===== src/rtl/mem_access_unit_pkg.sv =====
// Shared types and constants for the data-memory access unit.
package mem_access_unit_pkg;

   localparam int          MEM_AW   = 17;
   localparam logic [31:0] ZEROWORD = 32'h0000_0000;

   typedef enum logic [1:0] {
      SIZE_BYTE = 2'b00,
      SIZE_HALF = 2'b01,
      SIZE_WORD = 2'b10,
      SIZE_ILL  = 2'b11
   } size_e;

   typedef enum logic [1:0] {
      ST_IDLE  = 2'b00,
      ST_READ  = 2'b01,
      ST_WRITE = 2'b10,
      ST_DONE  = 2'b11
   } state_e;

   // Misaligned half/word or the reserved size code.
   function automatic logic access_err(input size_e size, input logic [1:0] lane);
      logic err;
      case (size)
         SIZE_BYTE: err = 1'b0;
         SIZE_HALF: err = lane[0];
         SIZE_WORD: err = |lane;
         default:   err = 1'b1;
      endcase
      return err;
   endfunction

endpackage


===== src/rtl/mem_lane_align.sv =====
// Byte-lane steering: load extraction with extension, and sub-word store merge.
module mem_lane_align
   import mem_access_unit_pkg::*;
(
   input  logic [31:0] word_i,
   input  logic [1:0]  lane_i,
   input  size_e       size_i,
   input  logic        signed_i,
   input  logic [15:0] sdata_i,
   output logic [31:0] load_o,
   output logic [31:0] merge_o
);

   logic [7:0]  byte_sel;
   logic [15:0] half_sel;

   // Select lane, extend for loads, splice store data into the old word.
   always_comb begin
      byte_sel = word_i[{lane_i, 3'b000} +: 8];
      half_sel = lane_i[1] ? word_i[31:16] : word_i[15:0];
      load_o   = word_i;
      merge_o  = word_i;
      case (size_i)
         SIZE_BYTE: begin
            load_o = {{24{signed_i & byte_sel[7]}}, byte_sel};
            merge_o[{lane_i, 3'b000} +: 8] = sdata_i[7:0];
         end
         SIZE_HALF: begin
            load_o = {{16{signed_i & half_sel[15]}}, half_sel};
            if (lane_i[1]) merge_o[31:16] = sdata_i;
            else           merge_o[15:0]  = sdata_i;
         end
         default: begin
            load_o  = word_i;
            merge_o = word_i;
         end
      endcase
   end

endmodule


===== src/rtl/mem_access_unit.sv =====
// Core-side initiator for the word-only data memory. Sub-word stores are
// done as read-modify-write since the memory has no byte enables.
//
//   state    | meaning
//   ST_IDLE  | ready for a request, memory port parked at zero
//   ST_READ  | memory word captured into the holding register
//   ST_WRITE | mem_we high, full or merged word driven
//   ST_DONE  | one-cycle response pulse
module mem_access_unit
   import mem_access_unit_pkg::*;
#(
   parameter int ADDR_W = 32
) (
   input  logic              clock,
   input  logic              reset,
   input  logic              req_valid_i,
   output logic              req_ready_o,
   input  logic              req_store_i,
   input  logic [1:0]        req_size_i,
   input  logic              req_signed_i,
   input  logic [ADDR_W-1:0] req_addr_i,
   input  logic [31:0]       req_wdata_i,
   output logic              resp_valid_o,
   output logic [31:0]       resp_rdata_o,
   output logic              resp_err_o,
   output logic [MEM_AW-1:0] mem_addr_o,
   output logic              mem_we_o,
   output logic [31:0]       mem_wdata_o,
   input  logic [31:0]       mem_rdata_i
);

   state_e            state_q, state_d;
   logic              store_q, signed_q, err_q;
   size_e             size_q;
   logic [MEM_AW+1:0] addr_q;
   logic [31:0]       wdata_q;
   logic [31:0]       hold_q;

   logic              accept;
   size_e             size_in;
   logic              err_in;
   logic [31:0]       load_val;
   logic [31:0]       merge_val;
   logic              unused_addr_hi;

   // Only the word-index and lane bits of the address reach the memory.
   assign unused_addr_hi = ^req_addr_i[ADDR_W-1:MEM_AW+2];

   assign size_in = size_e'(req_size_i);
   assign err_in  = access_err(size_in, req_addr_i[1:0]);
   assign accept  = req_valid_i && req_ready_o;

   mem_lane_align u_align (
      .word_i   (hold_q),
      .lane_i   (addr_q[1:0]),
      .size_i   (size_q),
      .signed_i (signed_q),
      .sdata_i  (wdata_q[15:0]),
      .load_o   (load_val),
      .merge_o  (merge_val)
   );

   // State register.
   always_ff @(posedge clock) begin
      if (reset) state_q <= ST_IDLE;
      else       state_q <= state_d;
   end

   // Request latch; inputs are don't-care once accepted.
   always_ff @(posedge clock) begin
      if (reset) begin
         store_q  <= 1'b0;
         signed_q <= 1'b0;
         err_q    <= 1'b0;
         size_q   <= SIZE_BYTE;
         addr_q   <= '0;
         wdata_q  <= ZEROWORD;
      end else if (accept) begin
         store_q  <= req_store_i;
         signed_q <= req_signed_i;
         err_q    <= err_in;
         size_q   <= size_in;
         addr_q   <= req_addr_i[MEM_AW+1:0];
         wdata_q  <= req_wdata_i;
      end
   end

   // Holding word for sub-word loads and the read half of read-modify-write.
   always_ff @(posedge clock) begin
      if (reset)                  hold_q <= ZEROWORD;
      else if (state_q == ST_READ) hold_q <= mem_rdata_i;
   end

   // Next state and outputs; everything forced idle while reset is high.
   always_comb begin
      state_d      = state_q;
      req_ready_o  = 1'b0;
      resp_valid_o = 1'b0;
      resp_rdata_o = ZEROWORD;
      resp_err_o   = 1'b0;
      mem_addr_o   = '0;
      mem_we_o     = 1'b0;
      mem_wdata_o  = ZEROWORD;
      case (state_q)
         ST_IDLE: begin
            req_ready_o = !reset;
            if (accept) begin
               if (err_in)                     state_d = ST_DONE;
               else if (!req_store_i)          state_d = ST_READ;
               else if (size_in == SIZE_WORD)  state_d = ST_WRITE;
               else                            state_d = ST_READ;
            end
         end
         ST_READ: begin
            mem_addr_o = addr_q[MEM_AW+1:2];
            state_d    = store_q ? ST_WRITE : ST_DONE;
         end
         ST_WRITE: begin
            mem_addr_o  = addr_q[MEM_AW+1:2];
            mem_we_o    = 1'b1;
            mem_wdata_o = (size_q == SIZE_WORD) ? wdata_q : merge_val;
            state_d     = ST_DONE;
         end
         ST_DONE: begin
            mem_addr_o   = addr_q[MEM_AW+1:2];
            resp_valid_o = 1'b1;
            resp_err_o   = err_q;
            if (!err_q && !store_q) resp_rdata_o = load_val;
            state_d      = ST_IDLE;
         end
         default: state_d = ST_IDLE;
      endcase
      if (reset) begin
         resp_valid_o = 1'b0;
         resp_rdata_o = ZEROWORD;
         resp_err_o   = 1'b0;
         mem_addr_o   = '0;
         mem_we_o     = 1'b0;
         mem_wdata_o  = ZEROWORD;
      end
   end

endmodule


===== config.mk =====
export PLATFORM = sky130hd
export DESIGN_NAME = mem_access_unit
export DESIGN_NICKNAME = d
export VERILOG_FILES = /design/src/rtl/mem_access_unit_pkg.sv /design/src/rtl/mem_lane_align.sv /design/src/rtl/mem_access_unit.sv
export SDC_FILE = /design/constraint.sdc
export NUM_CORES = 1
export LEC_CHECK = 0
export BUFFER_PORTS_ARGS = -buffer_cell sky130_fd_sc_hd__buf_2
export CAP_MARGIN = 0
export CELL_PAD_IN_SITES_DETAIL_PLACEMENT = 0
export CELL_PAD_IN_SITES_GLOBAL_PLACEMENT = 1
export CORE_MARGIN = 5
export CORE_UTILIZATION = 33
export DETAILED_ROUTE_END_ITERATION = 8
export MAX_ROUTING_LAYER = met4
export PLACE_DENSITY = 0.73
export SYNTH_ARGS = -nofsm -noshare
export SYNTH_HDL_FRONTEND = slang
export SYNTH_HIERARCHICAL = 1
export SYNTH_SLANG_ARGS = --single-unit

===== constraint.sdc =====
create_clock -name clock -period 2.6 [get_ports clock]
set_input_delay 0.13 -clock clock [delete_from_list [all_inputs] [get_ports clock]]
set_output_delay 0.13 -clock clock [all_outputs]
set_load 0.02 [all_outputs]

Yosys cells after proc, flatten, opt, wreduce, memory -nomap -nowiden
Cells that the tools add are included.

word-level totals
  bits in registers = 90
  word-level logic and storage cells = 60

cells by class
  mux-type cells = 28
  reduce and logical (&&, ||, !) cells = 10
  equality and inequality tests = 8
  shifts and indexed selects = 3
  bitwise gates (word level) = 2
  add/sub/neg operators = 1

operators by type and width
  kind                                                  count
  2-to-1 mux 32 bit                                     6
  one-hot mux 32 bit (2 select lines)                   2
  2-to-1 mux 16 bit                                     3
  2-to-1 mux 17 bit                                     2
  bitwise mux 32 bit                                    1
  variable shift 8 x 7 -> 32 bit, first input constant  1
  variable part select 32 x 6 -> 8 bit                  1
  variable part select 8 x 7 -> 32 bit                  1
  == test 2 bit, second input constant                  4
  2-to-1 mux 1 bit                                      8
  2-to-1 mux 2 bit                                      4
  one-hot mux 2 bit (4 select lines)                    1
  negator 5 -> 7 bit                                    1
  == test 2 x 1 -> 1 bit, second input constant         3
  zero test 2 bit                                       3
  zero test 1 bit                                       3
  one-hot mux 1 bit (3 select lines)                    1
  OR reduction 3 bit                                    1
  bitwise AND 1 bit                                     2
  logical AND 1 bit                                     2
  != test 2 bit, second input constant                  1
  OR reduction 2 bit                                    1

Depth between registers and ports, before layout
Gate-level depths: netlist (run 1).

  depth after elaboration = 7
  depth in mapped cells = 11
  gate-level depth less buffers = 8

By module
Netlist (run 1), hierarchy kept.

by module, submodules not included
  module           cells an instance  area an instance (µm²)  times used  sequential area each (µm²)
  mem_access_unit  537                4255.3                  1           1801.7
  mem_lane_align   307                1820.5                  1           0.0

Worst setup path before layout (run 1)
Ideal clock, no wire load.

  path type = flip-flop to output port
  start point = register addr_q[1]
  end point = output mem_wdata_o[27]
  required time = 2470 ps
  slack = -340 ps
  stages on the path, launching flop included = 12
  arrival time = 2810 ps
  cell sequence = dfxtp_1 -> buf_2 -> clkinv_1 -> clkbuf_1 -> ha_1 -> nor4bb_1 -> clkbuf_1 -> nor4bb_1 -> a21oi_1 -> o21ai_0 -> nand2_1 -> a21oi_1

on the way
  longest elaborated chain between the ends = 7
  elaborated cells between the ends (all ways) = 9
  classes of those cells = add/sub (1); shift (2); mux (6)

RTL lines
  item                                                                                           line                    RTL
  from (decl)                                                                                    mem_access_unit.sv:35   logic [MEM_AW+1:0] addr_q;
  from (signal assigned)                                                                         mem_access_unit.sv:83   addr_q <= req_addr_i[MEM_AW+1:0];
  negator 5 -> 7 bit                                                                             mem_lane_align.sv:26    merge_o[{lane_i, 3'b000} +: 8] = sdata_i[7:0];
  variable part select 8 x 7 -> 32 bit / variable shift 8 x 7 -> 32 bit (equally long branches)  mem_lane_align.sv:26
  bitwise mux 32 bit                                                                             mem_lane_align.sv:26
  one-hot mux 32 bit (2 select lines) *                                                          mem_lane_align.sv:23    case (size_i)
  via merge_val[27]                                                                              mem_access_unit.sv:43   logic [31:0] merge_val;
  2-to-1 mux 32 bit *                                                                            mem_access_unit.sv:121  mem_wdata_o = (size_q == SIZE_WORD) ? wdata_q : merge_val;
  2-to-1 mux 32 bit *                                                                            mem_access_unit.sv:104  case (state_q)
  2-to-1 mux 32 bit *                                                                            mem_access_unit.sv:133  if (reset) begin
  to (decl)                                                                                      mem_access_unit.sv:28   output logic [31:0] mem_wdata_o,

Mark *: on every way through the listed nets, which the timed path passes. The rest lies on a longest branch.

Worst setup path in the final report (run 1)
  start point = register addr_q[1]
  end point = output mem_wdata_o[19]

The elaborated chain is that of the path after synthesis.

==> results of run 1 <==
==> final timing paths <==
| check | startpoint | end | slack, ns | depth (start not counted) |
|---|---|---|---|---|
| max reg2reg | state_q[1] | addr_q[2] | 0.87 | 5 |
| min reg2reg | addr_q[16] | addr_q[16] | 0.46 | 2 |
| max | addr_q[1] | mem_wdata_o[19] | 0.02 | 10 |
| min | mem_rdata_i[22] | hold_q[22] | 0.01 | 3 |
==> through the flow <==
| step | worst slack (ns) | setup TNS, ns | cells |
|---|---|---|---|
| 6_report | 0.01927 | 0 | 1282 |
| 3_5_place_dp | 0.3203 | 0 | 1211 |
| 2_1_floorplan | 0.002230 | 0 | 844 |
| 3_3_place_gp | 0.3056 | 0 | 1211 |
| 4_1_cts | -0.01997 | -0.04547 | 1278 |
| 5_1_grt | -0.07626 | -0.4193 | 1282 |
==> state kept, by name, indices dropped and copies added, names as in the netlist <==
name,flops
addr_q,19
size_q,2
signed_q,1
state_q,2
err_q,1
wdata_q,32
hold_q,32
store_q,1
==> cells in the mapped netlist (2+ instances only) <==
cell | n | area, um2
nor2_1 | 37 | 138.9
mux2i_1 | 34 | 340.3
o21ai_0 | 66 | 330.3
o31ai_1 | 2 | 15.01
o21bai_1 | 2 | 15.01
nand3b_1 | 2 | 15.01
nand2_1 | 188 | 705.7
and2_1 | 50 | 312.8
inv_1 | 21 | 78.83
a2bb2oi_1 | 3 | 26.28
nor4bb_1 | 2 | 20.02
nor3b_4 | 2 | 37.54
a222oi_1 | 8 | 80.08
mux2_2 | 3 | 33.78
ha_1 | 10 | 125.1
buf_2 | 19 | 95.09
clkbuf_2 | 3 | 15.01
nor3b_1 | 3 | 22.52
o221ai_1 | 7 | 61.31
a221o_1 | 8 | 80.08
o211ai_1 | 2 | 15.01
nor2b_1 | 12 | 75.07
buf_4 | 7 | 52.55
o2bb2ai_1 | 2 | 17.52
buf_6 | 4 | 45.04
a21oi_1 | 44 | 220.2
nor3_1 | 5 | 25.02
o21ai_1 | 37 | 185.2
dfxtp_1 | 90 | 1802
a22oi_1 | 35 | 262.8
clkbuf_1 | 34 | 127.6
nand2b_1 | 76 | 475.5
a22o_1 | 3 | 26.28
==> routing by layer <==
| metal | share of wire, % | wire [um] | up-vias |
|---|---|---|---|
| met5 | 0 | 0 | - |
| met4 | 1.0 | 218 | 0 |
| met3 | 7.9 | 1717 | 14 |
| met2 | 45 | 9839 | 249 |
| met1 | 46 | 10050 | 2949 |
| li1 | - | - | 3291 |
==> layout make-up <==
type                            count  area [um2]
Clock inverter                      7       81.33
Clock buffer                        9       225.2
Fill cell                        1865        9837
Sequential cell                    90        1810
Multi-Input combinational cell    664        3958
Timing Repair Buffer              261        1738
Inverter                           22       88.84
Tap cell                          229       286.5
==> where the power goes <==
| group | total, mW | switching (mW) | internal (mW) |
|---|---|---|---|
| Clock | 1.33 | 0.645 | 0.687 |
| Sequential | 2.15 | 0.460 | 1.69 |
| Combinational | 2.41 | 1.40 | 1.01 |
| Total | 5.90 | 2.51 | 3.39 |
==> what timing repair did <==
item                                    in CTS  in global routing
endpoints found under the setup margin       9                 36
resized for setup                            6                 44
hold buffers                                51                  0
pin swaps                                    2                  8
hold endpoints to repair                    51                  0
setup buffers                                0                  4
==> tightest hold or removal path, cell delays in order <==
cell     delay, ns
buf_2         0.07
mux2i_1       0.06
nor2_1        0.07
==> cell families (layout without fill, tap and decap cells) <==
kind of cell	after synthesis	after routing	synth area share (%)
muxes	37	37	6.157
and+or+nand+nor	389	389	31.69
adders and majority gates	10	10	2.059
DFF	90	90	29.65
AOI/OAI and AO/OA	228	228	23.50
buffers and inverters	90	299	6.940
==> impl_metrics.yaml, run 1 <==
run_status:
  outcome: "finished clean"
setup_path:
  cp-end-kind: "primary output"
  crit_chain: "clkinvlp_4, ha_4, nand4bb_1, nor3_2, buf_4, a222oi_1, inv_1, nand2_1, a21oi_1, buf_4"
  path_class: "reg -> out"
  slowest_stage: "a222oi_1"
  critPathRequiredTime_ns: 2.47
  critPathTopFamily: "compound AO/OA/AOI/OAI gates"
  cp_max_fo: 8
  crit_path_frequent_cell: "buf_4"
  crit_arrival_ns: 2.45
  cp-start-kind: "flip-flop"
  cp_num_buf_inv: 4
  max_stage_delay_ns: 0.54
timing:
  fin_crit_ns: 2.581
  fin_skew_ns: 0.009259
  slew_viol_final: 0
  max_freq_mhz: 387.5
  slew_headroom_pct: 61.80
  hold_viol_final: 0
  setup_viol_count_final: 0
  timing.hold.ws_ns: 0.01293
  period_share_pct: 99.26
  worst_pin_slew_ns: 0.5730
  rsz0062_at_grt: "true"
grt:
  grt_busiest_layer: "met2"
  met2_usage_pct: 30.30
  use_met3_pct: 5.139
  grt_pass1_vias: 6060
  grt-ovfl-total: 0
  grt_use_met1_pct: 27.78
  grt_max_degree: 94
  antenna_found_initial: 0
  grt_pass1_wl_um: 34110
  grt_usage_pct: 20.17
clock_network:
  cts.clk_slew.worst_paths_ns: 0.08
  cts_sinks: 90
  clock_path_buffers: 2
  h-tree-depth: 3
  cts_buffers: 9
  clock_latency_ns: 0.35
  tritoncts: "done"
  cts-root-buf: "clkbuf_16"
routing:
  drt_iter0_drc: 496
  antenna_left: 0
  routed_wl_um: 21830
  first_pass_iters: 5
  route.detailed.drc: 0
  num_vias: 6503
  drt-vias-per-instance: 5.073
  wl_per_cell_um: 17.02
finish:
  nets: 1161
  mostFrequentLayoutCells: "nand2_1 (188), buf_2 (160), dfxtp_1 (87)"
  mostFrequentLayoutCell: "nand2_1"
  final_cell_area_um2: 8188
  syn2layout_area_growth_pct: 34.76
  drive_gt1_share_pct: 24.50
  antenna_cells: 0
  fin_util_pct: 45.43
floorplan:
  die_w_um: 145.7
  dieArea_um2: 21230
  initial_core_util_pct: 33.71
  die_y_um: 145.7
  core_region_area_um2: 18020
  rows: 49
  io-pin-count: 188
synth:
  ys_seq_elements: 90
  synth_cell_types: 56
  avgSynthCellArea_um2: 7.199
  netlist_instances: 844
  netlist_area_um2: 6076
  seq_area_frac_synth_pct: 29.65
  syn_nets: 957
  synth_edf_count: 0
  synthFlopType: "dfxtp_1"
  synthArstFlopShare_pct: 0
  ys_warn_count: 6
power:
  ir_drop_mv: 0.3822
  p_per_area_nw_per_um2: 720.0
  p_leak_nw: 3.429
  power.total_mw: 5.896
placement:
  numPortBuffers: 174
  placed_cell_area_um2: 7179
  routabilityCongestion: 0.9284
  dp_hpwl_um: 15670
hold_path:
  worstHoldPathType: "in -> reg"
job:
  maxCapViolCount: 0
No activity file was read; power rests on OpenSTA's default activity.
==> run 2: changes to the inputs <==
--- a/config.mk
+++ b/config.mk
@@ -12,6 +12,8 @@
 export CORE_MARGIN = 5
 export CORE_UTILIZATION = 33
 export DETAILED_ROUTE_END_ITERATION = 8
+export GPL_ROUTABILITY_DRIVEN = 1
+export HOLD_SLACK_MARGIN = 0.05
 export MAX_ROUTING_LAYER = met4
 export PLACE_DENSITY = 0.73
 export SYNTH_ARGS = -nofsm -noshare
==> run 2 against run 1 <==
Effect of this change: combinational power up 2%; total power up 0.79%; routed wire length up 0.99%; critical path type unchanged; largest power group unchanged; critical path depth unchanged; sequential power about the same; sequential share of layout area down 0.86 points.
==> impl_metrics.yaml, run 2 (same netlist as run 1, synthesis figures left out) <==
run_status:
  outcome: "finished clean"
setup_path:
  slowest_stage: "a222oi_1"
  max_stage_delay_ns: 0.55
  critPathRequiredTime_ns: 2.47
  cp_max_fo: 8
  crit_arrival_ns: 2.47
  cp-end-kind: "primary output"
  path_class: "reg -> out"
  crit_path_frequent_cell: "buf_4"
  crit_chain: "clkinvlp_4, ha_4, nand4bb_1, nor3_2, buf_4, a222oi_1, inv_1, nand2_1, a21oi_1, buf_4"
  cp-start-kind: "flip-flop"
clock_network:
  clock_path_buffers: 2
  clock_latency_ns: 0.36
  cts.clk_slew.worst_paths_ns: 0.07
  h-tree-depth: 3
  cts_sinks: 90
  cts-root-buf: "clkbuf_16"
  cts_buffers: 9
  tritoncts: "done"
timing:
  tns_ns: 0
  fin_crit_ns: 2.596
  rsz0062_at_grt: "true"
  period_share_pct: 99.85
  slew_headroom_pct: 61.50
  setup_viol_count_final: 0
  slew_viol_final: 0
  hold_viol_final: 0
  max_freq_mhz: 385.2
  worst_pin_slew_ns: 0.5775
  fin_skew_ns: 0.008574
grt:
  grt_pass1_wl_um: 34680
  antenna_found_initial: 0
  grt_usage_pct: 20.43
  grt_max_degree: 94
  grt-ovfl-total: 0
  grt_pass1_vias: 6198
floorplan:
  initial_core_util_pct: 33.71
  dieArea_um2: 21230
  die_w_um: 145.7
  rows: 49
  core_region_area_um2: 18020
  io-pin-count: 188
  die_y_um: 145.7
finish:
  mostFrequentLayoutCells: "nand2_1 (188), buf_2 (160), dfxtp_1 (87)"
  antenna_cells: 0
  syn2layout_area_growth_pct: 40.20
  top_regs: "hold_q: 32 flops, wdata_q: 32 flops, addr_q: 19 flops"
  nets: 1194
  final_cell_area_um2: 8518
  mostFrequentLayoutCell: "nand2_1"
  drive_gt1_share_pct: 23.76
hold_path:
  worstHoldPathType: "in -> reg"
power:
  p_per_area_nw_per_um2: 697.6
  p_leak_nw: 3.567
  ir_drop_mv: 0.3851
placement:
  placed_cell_area_um2: 7179
  dp_hpwl_um: 15670
  numPortBuffers: 174
  routabilityCongestion: 0.9284
routing:
  first_pass_iters: 6
  wl_per_cell_um: 16.76
  drt-vias-per-instance: 5.024
  routed_wl_um: 22040
  antenna_left: 0
  route.detailed.drc: 0
  drt_iter0_drc: 452
  num_vias: 6607
job:
  maxCapViolCount: 0
-- run 2: cell types whose count changed in the layout (fill, tap and decap cells not counted) --
cell / change
dlygate4sd3_1: +33
-- run 2: report_power, final --
part | switching (mW) | internal [mW] | leakage, nW | total [mW]
registers | 0.462 | 1.69 | 0.739 | 2.15
logic | 1.41 | 1.04 | 2.68 | 2.46
clock network | 0.646 | 0.687 | 0.150 | 1.33
-- run 2: metrics by stage --
step / cells / worst slack, ns / util [%] / hold slack (ns) / power [mW]
2_1_floorplan: 844 / 0.002230 / - / 0.2385 / 3.620
3_3_place_gp: 1211 / 0.3056 / 39.83 / 0.3215 / 4.370
3_5_place_dp: 1211 / 0.3203 / 39.83 / 0.3278 / 4.382
4_1_cts: 1311 / -0.01997 / 46.39 / 0.05592 / 5.872
5_1_grt: 1315 / -0.07452 / 47.26 / 0.06440 / 6.325
6_report: 1315 / 0.003971 / 47.26 / 0.06608 / 5.942
-- run 2: critical path: cells and delay by family, from the launching register on --
kind | cells | cell delay [ns]
compound gates | 2 | 0.64
simple gates | 3 | 0.25
fa+ha+maj | 1 | 0.26
buf+inv | 4 | 0.57
flops | 1 | 0.38
-- run 2: metal layers --
metal / share of wire [%] / GRT usage [%]
met3: 6.9 / 5.139
met4: 0.97 / 3.498
met2: 45 / 30.69
met5: 0 / -
met1: 47 / 28.20
-- run 2: timing repair --
| action | 4_1_cts | 5_1_grt |
|---|---|---|
| hold buffers | 84 | 0 |
| setup endpoints to repair | 9 | 36 |
| pin swaps | 2 | 8 |
| gates resized for setup | 6 | 44 |
| endpoints found under the hold margin | 84 | 0 |
| buffers inserted | 0 | 4 |
-- run 2: worst paths after layout --
check,slack [ns],to,cells after the start,from
worst max-delay path,0.004,mem_wdata_o[19],10,addr_q[1]
worst min-delay path,0.07,addr_q[1],3,req_addr_i[1]
worst max register to register,0.88,addr_q[2],5,state_q[1]
worst min register to register,0.46,addr_q[16],2,addr_q[16]
-- run 2: cell type report --
| type | instances | area [um2] |
|---|---|---|
| clock inverter | 7 | 81.33 |
| multi-input combinational | 664 | 3958 |
| tap | 229 | 286.5 |
| clock buffer | 9 | 225.2 |
| fill | 1839 | 9507 |
| inverter | 22 | 88.84 |
| sequential | 90 | 1810 |
| timing repair buffer | 294 | 2068 |
